$ cat src/rtl/small_mips_pkg.sv
// Shared Small_MIPS definitions: opcode/funct encodings, the execute-stage
// sequencer state type and small decode helpers used by the execute stage.
package small_mips_pkg;

    localparam logic [5:0] OP_RTYPE = 6'b000000;
    localparam logic [5:0] OP_ADDI  = 6'b001000;
    localparam logic [5:0] OP_ADDIU = 6'b001001;
    localparam logic [5:0] OP_LW    = 6'b100011;
    localparam logic [5:0] OP_SW    = 6'b101011;

    localparam logic [5:0] FN_ADDU  = 6'b100001;
    localparam logic [5:0] FN_JR    = 6'b001000;
    localparam logic [5:0] FN_NOP   = 6'b000000;

    typedef enum logic [1:0] {
        ST_IDLE = 2'd0,
        ST_EXEC = 2'd1,
        ST_MEM  = 2'd2,
        ST_WB   = 2'd3
    } exec_state_t;

    // Instructions whose second ALU operand is the sign-extended immediate.
    function automatic logic uses_imm(input logic [5:0] opcode);
        return (opcode == OP_ADDI) || (opcode == OP_ADDIU) ||
               (opcode == OP_LW)   || (opcode == OP_SW);
    endfunction

    // Instructions whose destination register is the rt field rather than rd.
    function automatic logic writes_rt(input logic [5:0] opcode);
        return (opcode == OP_ADDI) || (opcode == OP_ADDIU) || (opcode == OP_LW);
    endfunction

endpackage

$ cat src/rtl/exec_sequencer.sv
// Multi-cycle execute-stage controller for Small_MIPS.
// Accepts one decoded instruction at a time, drives the external ALU from
// latched operands, sequences LW/SW data-memory accesses and presents a
// one-cycle register-file writeback.
// Optional feature: define EXEC_SEQ_MEM_TIMEOUT_EN to abort a memory access
// that has not been acknowledged within MEM_TIMEOUT cycles (err pulses).
module exec_sequencer
    import small_mips_pkg::*;
#(
    parameter int DW          = 32,
    parameter int MEM_TIMEOUT = 16
) (
    input  logic          clk,
    input  logic          rst,
    input  logic          in_valid,
    output logic          in_ready,
    input  logic [5:0]    in_opcode,
    input  logic [5:0]    in_funct,
    input  logic [4:0]    in_shamt,
    input  logic [DW-1:0] in_rs_val,
    input  logic [DW-1:0] in_rt_val,
    input  logic [DW-1:0] in_imm,
    input  logic [4:0]    in_rd,
    input  logic [4:0]    in_rt,
    output logic [DW-1:0] alu_op1,
    output logic [DW-1:0] alu_op2,
    output logic [5:0]    alu_opcode,
    output logic [5:0]    alu_ar_op,
    output logic [4:0]    alu_shamt,
    input  logic [DW-1:0] alu_result,
    output logic          mem_req,
    output logic          mem_we,
    output logic [DW-1:0] mem_addr,
    output logic [DW-1:0] mem_wdata,
    input  logic          mem_ack,
    input  logic [DW-1:0] mem_rdata,
    output logic          wb_valid,
    output logic [4:0]    wb_rd,
    output logic [DW-1:0] wb_data,
    output logic          busy,
    output logic          err
);

    exec_state_t   state;
    exec_state_t   state_next;

    logic [5:0]    opcode_q;
    logic [5:0]    funct_q;
    logic [4:0]    shamt_q;
    logic [DW-1:0] rs_q;
    logic [DW-1:0] rt_val_q;
    logic [DW-1:0] imm_q;
    logic [4:0]    rd_q;
    logic [4:0]    rt_idx_q;
    logic [DW-1:0] res_q;

    logic          mem_timeout;
    logic          in_wb;
    logic [4:0]    wb_dest;

`ifdef EXEC_SEQ_MEM_TIMEOUT_EN
    localparam int CW = $clog2(MEM_TIMEOUT + 1);

    logic [CW-1:0] mem_cnt;
    logic          err_q;

    // Count cycles spent in MEM; cleared whenever the sequencer is elsewhere.
    always_ff @(posedge clk) begin
        if (rst || (state != ST_MEM)) begin
            mem_cnt <= '0;
        end else begin
            mem_cnt <= mem_cnt + CW'(1);
        end
    end

    // An ack in the final allowed cycle takes priority over the timeout.
    assign mem_timeout = (state == ST_MEM) && !mem_ack &&
                         (mem_cnt == CW'(MEM_TIMEOUT - 1));

    // One-cycle error pulse in the cycle after the access is abandoned.
    always_ff @(posedge clk) begin
        if (rst) begin
            err_q <= 1'b0;
        end else begin
            err_q <= mem_timeout;
        end
    end

    assign err = err_q;
`else
    logic unused_timeout_cfg;

    assign mem_timeout        = 1'b0;
    assign err                = 1'b0;
    assign unused_timeout_cfg = ^MEM_TIMEOUT;
`endif

    // Next-state selection for the IDLE -> EXEC -> (MEM) -> (WB) sequence.
    always_comb begin
        state_next = state;
        case (state)
            ST_IDLE: begin
                if (in_valid) begin
                    state_next = ST_EXEC;
                end
            end
            ST_EXEC: begin
                if ((opcode_q == OP_LW) || (opcode_q == OP_SW)) begin
                    state_next = ST_MEM;
                end else if (((opcode_q == OP_RTYPE) && (funct_q == FN_ADDU)) ||
                             (opcode_q == OP_ADDI) || (opcode_q == OP_ADDIU)) begin
                    state_next = ST_WB;
                end else begin
                    // NOP, JR and unsupported encodings retire without writeback.
                    state_next = ST_IDLE;
                end
            end
            ST_MEM: begin
                if (mem_ack) begin
                    state_next = (opcode_q == OP_LW) ? ST_WB : ST_IDLE;
                end else if (mem_timeout) begin
                    state_next = ST_IDLE;
                end
            end
            ST_WB: begin
                state_next = ST_IDLE;
            end
            default: begin
                state_next = ST_IDLE;
            end
        endcase
    end

    // State register plus instruction latch and result capture.
    always_ff @(posedge clk) begin
        if (rst) begin
            state    <= ST_IDLE;
            opcode_q <= '0;
            funct_q  <= '0;
            shamt_q  <= '0;
            rs_q     <= '0;
            rt_val_q <= '0;
            imm_q    <= '0;
            rd_q     <= '0;
            rt_idx_q <= '0;
            res_q    <= '0;
        end else begin
            state <= state_next;
            if ((state == ST_IDLE) && in_valid) begin
                opcode_q <= in_opcode;
                funct_q  <= in_funct;
                shamt_q  <= in_shamt;
                rs_q     <= in_rs_val;
                rt_val_q <= in_rt_val;
                imm_q    <= in_imm;
                rd_q     <= in_rd;
                rt_idx_q <= in_rt;
            end
            if (state == ST_EXEC) begin
                res_q <= alu_result;
            end else if ((state == ST_MEM) && mem_ack && (opcode_q == OP_LW)) begin
                res_q <= mem_rdata;
            end
        end
    end

    assign in_ready   = (state == ST_IDLE);
    assign busy       = (state != ST_IDLE);

    assign alu_op1    = rs_q;
    assign alu_op2    = uses_imm(opcode_q) ? imm_q : rt_val_q;
    assign alu_opcode = opcode_q;
    assign alu_ar_op  = funct_q;
    assign alu_shamt  = shamt_q;

    assign mem_req    = (state == ST_MEM);
    assign mem_we     = mem_req && (opcode_q == OP_SW);
    assign mem_addr   = mem_req ? res_q : '0;
    assign mem_wdata  = mem_req ? rt_val_q : '0;

    assign in_wb      = (state == ST_WB);
    assign wb_dest    = writes_rt(opcode_q) ? rt_idx_q : rd_q;
    assign wb_valid   = in_wb && (wb_dest != 5'd0);
    assign wb_rd      = in_wb ? wb_dest : 5'd0;
    assign wb_data    = in_wb ? res_q : '0;

endmodule

$ cat config.mk
export PLATFORM = sky130hd
export DESIGN_NAME = exec_sequencer
export DESIGN_NICKNAME = d
export VERILOG_FILES = /design/src/rtl/small_mips_pkg.sv /design/src/rtl/exec_sequencer.sv
export SDC_FILE = /design/constraint.sdc
export NUM_CORES = 1
export LEC_CHECK = 0
export BUFFER_PORTS_ARGS = -buffer_cell sky130_fd_sc_hd__buf_2
export CAP_MARGIN = 30
export CORE_AREA = 3 3 148 150
export CTS_BUF_LIST = sky130_fd_sc_hd__clkbuf_4 sky130_fd_sc_hd__clkbuf_8
export DETAILED_ROUTE_END_ITERATION = 6
export DIE_AREA = 0 0 151 153
export GPL_ROUTABILITY_DRIVEN = 0
export PLACE_DENSITY = 0.63
export REMOVE_ABC_BUFFERS = 1
export SLEW_MARGIN = 20
export SYNTH_ARGS = -nofsm -noshare
export SYNTH_HDL_FRONTEND = slang
export SYNTH_SLANG_ARGS = --single-unit
$ cat constraint.sdc
create_clock -name clk -period 2.3 [get_ports clk]
set_clock_uncertainty 0.15 [all_clocks]
set_input_delay 0.23 -clock clk [delete_from_list [all_inputs] [get_ports clk]]
set_output_delay 0.23 -clock clk [all_outputs]
set_load 0.05 [all_outputs]
Word level (Yosys, flattened, before mapping) --
Cells that the tools add are included.
Word-level totals: bits of input ports 191, output and inout bits 188, word-level logic and storage cells 52, bits in registers 157
Operators by class: equal/unequal tests 10, reductions and logical operators 18, muxes and demuxes 14
Operator list (count):
- 32-bit 2-to-1 mux | 6
- 6-bit equality test, second input constant | 3
- 6-bit by 4-bit equality test with 1-bit output, second input constant | 2
- 2-bit 2-to-1 mux | 5
- 5-bit 2-to-1 mux | 2
- 2-bit one-hot mux with 4 select lines | 1
- 1-bit logical AND | 6
- 6-bit logical NOT | 1
- 1-bit logical OR | 6
- 5-bit nonzero test | 1
- 2-bit equality test, second input constant | 2
- 2-bit nonzero test | 2
- 2-bit by 1-bit equality test with 1-bit output, second input constant | 1
- 2-bit logical NOT | 1
- 2-bit by 1-bit != test with 1-bit output, second input constant | 1
- 2-bit != test, second input constant | 1
- 2-bit AND reduction | 1

Longest topological paths before layout --
Gate-level depths: netlist (run 1).
depth in word-level cells 7, mapped depth 8, depth with buffers taken out 4

Worst setup path after synthesis (run 1) --
Ideal clock, no wire load.
path kind reg2out, start reg opcode_q[3] (netlist: alu_opcode[3]), end out wb_valid, path slack -724 ps, data required time 1920 ps, buffers on the path 1, cell stages (with the launch flop) 6, arrival 2644 ps, cells stage by stage dfxtp_1 nor3b_1 o21a_1 buf_2 nor3_1 a211oi_1
Between the ends: longest elaborated chain between the ends 6, elaborated cells between the ends (all ways) 8
Ends and longest elaborated chain:
- start, declared | line exec_sequencer.sv:47 | logic [5:0] opcode_q;
- start signal, assigned | line exec_sequencer.sv:150 | opcode_q <= in_opcode;
- 6-bit by 4-bit equality test with 1-bit output | line small_mips_pkg.sv:30 | return (opcode == OP_ADDI) || (opcode == OP_ADDIU) || (opcode == OP_LW);
- 1-bit logical OR | line small_mips_pkg.sv:30
- 1-bit logical OR (*) | line small_mips_pkg.sv:30
- 5-bit 2-to-1 mux (*) | line exec_sequencer.sv:182 | assign wb_dest = writes_rt(opcode_q) ? rt_idx_q : rd_q;
- 5-bit nonzero test (*) | line exec_sequencer.sv:183 | assign wb_valid = in_wb && (wb_dest != 5'd0);
- 1-bit logical AND (*) | line exec_sequencer.sv:183
- end, declared | line exec_sequencer.sv:37 | output logic wb_valid,
Mark *: on every way between the ends. The rest lies on a longest branch, timed or not.

Worst setup path after layout (run 1) --
start reg opcode_q[1] (netlist: alu_opcode[1]), end out alu_op2[27]
Between the ends: longest elaborated chain between the ends 5, elaborated cells between the ends (all ways) 8
Ends and longest elaborated chain:
- 6-bit by 4-bit equality test with 1-bit output | line small_mips_pkg.sv:24 | return (opcode == OP_ADDI) || (opcode == OP_ADDIU) ||
- 1-bit logical OR (2 in a row) | line small_mips_pkg.sv:24
- 1-bit logical OR (*) | line small_mips_pkg.sv:25 | (opcode == OP_LW) || (opcode == OP_SW);
- 32-bit 2-to-1 mux (*) | line exec_sequencer.sv:171 | assign alu_op2 = uses_imm(opcode_q) ? imm_q : rt_val_q;
- end, declared | line exec_sequencer.sv:26 | output logic [DW-1:0] alu_op2,
Marked as above.

==> results of run 1 <==
routing by layer:
layer,vias up,wire length [um],track usage
met2,414,15070,0.4224
met5,-,0,0
met4,0,935,0.1010
li1,4079,-,-
met3,64,2374,0.05989
met1,3925,11410,0.2781
registers in the layout (all words and copies together), names as in the netlist:
signal / count
alu_ar_op: 6
alu_op1: 32
alu_opcode: 6
alu_shamt: 5
imm_q: 32
rd_q: 5
res_q: 32
rt_idx_q: 5
rt_val_q: 32
state: 2
synthesized netlist by cell type (all sizes together) (2+ instances only):
| library cell | instances |
|---|---|
| nor2b | 2 |
| nand2 | 250 |
| and3 | 33 |
| nor3 | 56 |
| buf | 40 |
| a21oi | 124 |
| nor2 | 52 |
| inv | 2 |
| clkbuf | 44 |
| dfxtp | 157 |
| mux2 | 32 |
| or4 | 3 |
| nand2b | 2 |
| nor4 | 32 |
| and4 | 2 |
| and2 | 65 |
| mux2i | 5 |
path summary, 6_finish.rpt:
check                     start          end  slack [ns]  depth (start not counted)
hold / removal    mem_rdata[19]    res_q[19]       -0.01                          3
setup / recovery  alu_opcode[1]  alu_op2[27]       -0.06                          6
hold reg to reg     alu_op1[18]  alu_op1[18]        0.31                          2
setup reg to reg       state[1]    res_q[25]        0.04                          6
power breakdown:
part,switching [uW],total (uW),internal [uW]
logic,924,1670,743
clock network,1210,2260,1050
registers,143,3040,2890
total,2280,6960,4680
cell families after synthesis:
logic type	after synthesis	share of synthesized area
muxes	37	0.05696
other	1	0.0005204
and+or+nand+nor	500	0.3551
DFF	157	0.4362
AOI/OAI and AO/OA	132	0.09655
buffers and inverters	86	0.05470
cells in the final DEF, fill, tap and decap left out, drive strengths merged:
cell / n
o41a: 1
o21ai: 1
nor3: 56
and2: 65
nand2b: 2
dlygate4sd3: 171
mux2: 32
nor2: 52
buf: 415
inv: 11
clkinv: 2
bufinv: 2
or4: 3
dlymetal6s4s: 1
clkbuf: 22
a31oi: 1
a221oi: 1
nor4: 32
conb: 1
and4: 2
nor3b: 1
clkinvlp: 1
nor2b: 2
nand4: 1
a21oi: 124
o21a: 1
nand2: 250
and3: 33
a211oi: 1
o2111ai: 1
o32ai: 1
dfxtp: 157
mux2i: 5
and4b: 1
timing repair:
action                                  in CTS  in global routing
gates resized for setup                    112                 41
hold endpoints to repair                   157                  4
gates cloned                                 2                  4
hold buffers                               186                  4
pin swaps                                    3                 10
setup buffers                                8                  7
endpoints found under the setup margin      47                 73
worst max-delay path, delay by kind of cell, from the launching register on:
family          cells  cell delay (ns)
flops               1             0.37
compound gates      1             0.19
mux                 1             0.31
buf+inv             3             0.46
simple gates        1             0.19
stage by stage:
stage | area [um2] | std cells | hold WS (ns) | util | total power (uW)
after floorplan | 6819 | 829 | 0.1491 | - | 3835
after global placement | 9387 | 1505 | 0.2887 | 0.4508 | 4336
after detailed placement | 9387 | 1505 | 0.2957 | 0.4508 | 4345
after CTS | 12160 | 1733 | 0.0006739 | 0.5842 | 6978
after global routing | 12240 | 1727 | 0.01397 | 0.5879 | 7244
final | 12240 | 1727 | -0.01068 | 0.5879 | 6957
area by class of cell:
class                           instances  area [um2]  area share
Clock inverter                         14       172.7     0.01410
Timing Repair Buffer                  591        4464      0.3647
Clock buffer                           18       247.7     0.02024
Tap cell                              275       344.1     0.02811
Multi-Input combinational cell        670        3850      0.3145
Sequential cell                       157        3156      0.2578
Inverter                                2       7.507   0.0006132
==> impl_metrics.tcl, run 1 <==
set metrics [dict create \
    synth_area_leaders "dfxtp_1 44%, nand2_1 13%, a21oi_1 8.6%" \
    async_flop_share 0 \
    critPathKind "flop to output pin" \
    crit_chain "and3_4 > o21ai_4 > buf_6 > clkbuf_16 > mux2_4 > buf_6" \
    wl_per_cell_um 17.25 \
    clkTransAtPathRegs_ns 0.11 \
    antennaDiodeCount 0 \
    grt_antenna_before_repair 0 \
    worstPathMaxFanout 6 \
    num_io_pins 379 \
    drtIter0Drc 429 \
    dp_hpwl_um 18640 \
    violations "negative hold slack, negative setup slack" \
    place_ws_ns 0.1229 \
    slew_headroom 0.5711 \
    hold_viol_final 1 \
    grt_pass1_wl_um 44530 \
    grt_pass1_vias 8549 \
    setup-violations-final 33 \
    worstPathRequired_ns 1.92 \
    grt.total_usage 0.2415 \
    die_area_mm2 0.02310 \
    core_mm2 0.02082 \
    nets 1630 \
    wirelength_um 29790 \
    cts_tree "done" \
    synth_edf_count 0 \
    slowest_stage "dfxtp_4" \
    worstPathArrival_ns 1.98 \
    grt-ovfl-total 0 \
    syn_to_final_growth_pct 69.89 \
    cts_max_level 4 \
    cts_root_buffer "clkbuf_8" \
    drc_errors 0 \
    max_freq_mhz 424.4 \
    tightest_slew_ns 0.6433 \
    rows 53 \
    die_x_um 151 \
    nFillCells 1736 \
    clkSinkCount 157 \
    clockBufferDepth 2 \
    seq_area_frac_synth 0.4362 \
    min_path_type "input pin to flop" \
    vias 8482 \
    setup_slack_ns -0.05631 \
    synth_top_area_share 0.4362 \
    grt_max_degree 76 \
    status "complete, but fails checks" \
    rsz0062_at_grt "true" \
    fin_crit_sh 1.024 \
    die_y_um 153 \
    ir_drop_v 0.0003445 \
    syn_area_mm2 0.007206 \
    drive_gt1_frac 0.3740 \
    critPathLaunchType "flop" \
    clock_latency_ns 0.44 \
    start_util 0.3461 \
    p_leak_uw 0.005868 \
    postSynthCellCount 913 \
    drv_slew 0 \
    whs_ns -0.01068 \
    cap_violations 0 \
    max_stage_delay_ns 0.37 \
    yosys_warnings 0 \
    avgViaCountPerCell 4.911 \
    port_buffers 377 \
    synth_flop_cell "dfxtp_1" \
    yosysTopAreaCell "dfxtp_1" \
    finalSetupTns_ns -1.006 \
    worstSetupEndpointType "output pin" \
    numCtsBuffers 17 \
    p_per_area_mw_per_mm2 568.3 \
    synth_cell_types 37 \
    avgSynthCellArea_um2 7.892 \
    ant_nets 0 \
    period_needed_ns 2.356 \
    firstDrtPassIters 7 \
    cpMostUsedCell "buf_6" \
    ys_ff_latch 157 \
]
(Power assumes the default switching activity.)
==> run 2: changes to the inputs <==
Settings changed: CAP_MARGIN 30 to 25, CORE_AREA 3 3 148 150 to 2 2 147 149, DIE_AREA 0 0 151 153 to 0 0 149 151, TNS_END_PERCENT set to 50.
==> run 2 against run 1 <==
- power grew 0.16%
- the run ends with negative setup slack left
- highest routed layer unchanged
- largest cell class unchanged
- flip-flop and latch count unchanged
- combinational power up 2%
==> impl_metrics.tcl, run 2 (synthesized netlist as in run 1, its figures left out) <==
set metrics [dict create \
    worstSetupEndpointType "output pin" \
    hold_depth 3 \
    worst_hold_path.endpoint "res_q[16]" \
    numCtsBuffers 17 \
    nets 1642 \
    wirelength_um 29460 \
    critPathKind "flop to output pin" \
    worstPathRequired_ns 1.92 \
    p_leak_uw 0.005872 \
    rows 53 \
    cts_tree "done" \
    worstPathMaxFanout 8 \
    core_mm2 0.02082 \
    min_from "mem_rdata[16]" \
    tightest_slew_ns 0.5253 \
    rrSetupSlack_ns 0.34 \
    final_common_cell "buf_2" \
    start_util 0.3461 \
    r2r-end "res_q[26]" \
    nFillCells 1764 \
    vias 8696 \
    wl_per_cell_um 16.94 \
    drive_gt1_frac 0.3648 \
    finalSetupTns_ns -2.036 \
    hold_viol_final 0 \
    violations "negative setup slack" \
    wl_met1_um 11650 \
    slew_headroom 0.6498 \
    antennaDiodeCount 0 \
    worst_path_dominant_cell_family "buffers and inverters" \
    clockBufferDepth 2 \
    stdcell_area_mm2 0.01234 \
    max_stage_delay_ns 0.37 \
    clkSinkCount 157 \
    layout_common_cells "338 x buf_2, 249 x nand2_1, 187 x dlygate4sd3_1" \
    rr_worst_depth 7 \
    num_io_pins 379 \
    grt-ovfl-total 0 \
    grt_pass1_wl_um 44990 \
    setup-violations-final 32 \
    highest_layer "met4" \
    p_per_area_mw_per_mm2 564.8 \
    die_x_um 149 \
    die_area_mm2 0.02250 \
    syn_to_final_growth_pct 71.21 \
    grt_antenna_before_repair 0 \
    dr_wl_met2_um 14230 \
    cap_violations 0 \
    cts_max_level 4 \
    min_path_type "input pin to flop" \
    placed_cell_area_mm2 0.009449 \
    port_buffers 377 \
    clock_latency_ns 0.45 \
    cpMostUsedCell "buf_6" \
    status "complete, but fails checks" \
    grt_pass1_vias 8681 \
    grt.total_usage 0.2533 \
    ir_drop_v 0.0003774 \
    rsz0062_at_grt "true" \
    crit_chain "and3_4 > o21ai_4 > buf_6 > buf_12 > mux2_4 > buf_6" \
    dp_hpwl_um 17920 \
    grt_max_degree 71 \
    slowest_stage "dfxtp_4" \
    max_freq_mhz 419.5 \
    die_y_um 151 \
    avgViaCountPerCell 5.001 \
    setup_slack_ns -0.08358 \
    fin_crit_sh 1.036 \
    worst-path-buf-inv 3 \
    firstDrtPassIters 5 \
    drtIter0Drc 358 \
    period_needed_ns 2.384 \
    ant_nets 0 \
    place_ws_ns 0.1907 \
    cts_root_buffer "clkbuf_8" \
    clkTransAtPathRegs_ns 0.10 \
    met3_wirelength_um 2257 \
    whs_ns 0.04072 \
    drv_slew 0 \
    reg2reg_from "state[1]" \
    worstPathArrival_ns 2.00 \
    drc_errors 0 \
    critPathLaunchType "flop" \
]
==> run 2: cell type report <==
cell class | instances | area [um2] | share of cell area
multi-input cells | 670 | 3837 | 0.3111
inverters | 2 | 7.507 | 0.0006085
clock buffers | 18 | 241.5 | 0.01957
well taps | 275 | 344.1 | 0.02789
clock inverters | 14 | 173.9 | 0.01410
repair buffers | 603 | 4582 | 0.3714
flip-flops and latches | 157 | 3151 | 0.2554
==> run 2: worst max-delay path by stage <==
stage | depth (start not counted) | from | endpoint | slack (ns)
5_1_grt | 6 | alu_opcode[1] | alu_op2[24] | -0.16
2_1_floorplan | 4 | state[0] | state[0] | -1.54
4_1_cts | 6 | alu_opcode[1] | alu_op2[19] | -0.16
3_5_place_dp | 5 | alu_opcode[1] | alu_op2[21] | 0.19
3_3_place_gp | 5 | alu_opcode[1] | alu_op2[19] | 0.24
6_report | 6 | alu_opcode[1] | alu_op2[24] | -0.08
==> run 2: timing repair <==
action / in CTS / in global routing
gates resized for setup: 116 / 29
endpoints found under the setup margin: 94 / 38
buffers inserted: 8 / 0
endpoints found under the hold margin: 157 / 0
cloned: 3 / 0
pin swaps: 1 / 1
hold buffers: 187 / 0
==> run 2: stage by stage <==
stage | total power [uW] | instances | utilization
floorplan | 3835 | 829 | -
global placement | 4351 | 1510 | 0.4538
detailed placement | 4364 | 1510 | 0.4538
CTS | 6979 | 1739 | 0.5880
global route | 7265 | 1739 | 0.5925
finish | 6968 | 1739 | 0.5925
==> run 2: worst min-delay path, stage by stage <==
cell and delay, ns:
buf_2 0.09, nor3_1 0.05, nor4_2 0.21
==> run 2: per-layer routing <==
| layer | global-route usage | up-vias |
|---|---|---|
| li1 | - | 4105 |
| met1 | 0.2969 | 4080 |
| met2 | 0.4348 | 435 |
| met3 | 0.05753 | 76 |
| met4 | 0.1295 | 0 |
| met5 | 0 | - |
==> run 2: where the power goes <==
group          internal [uW]  switching (uW)
sequential              2890             138
combinational            774             939
clock                   1020            1200
total                   4690            2280
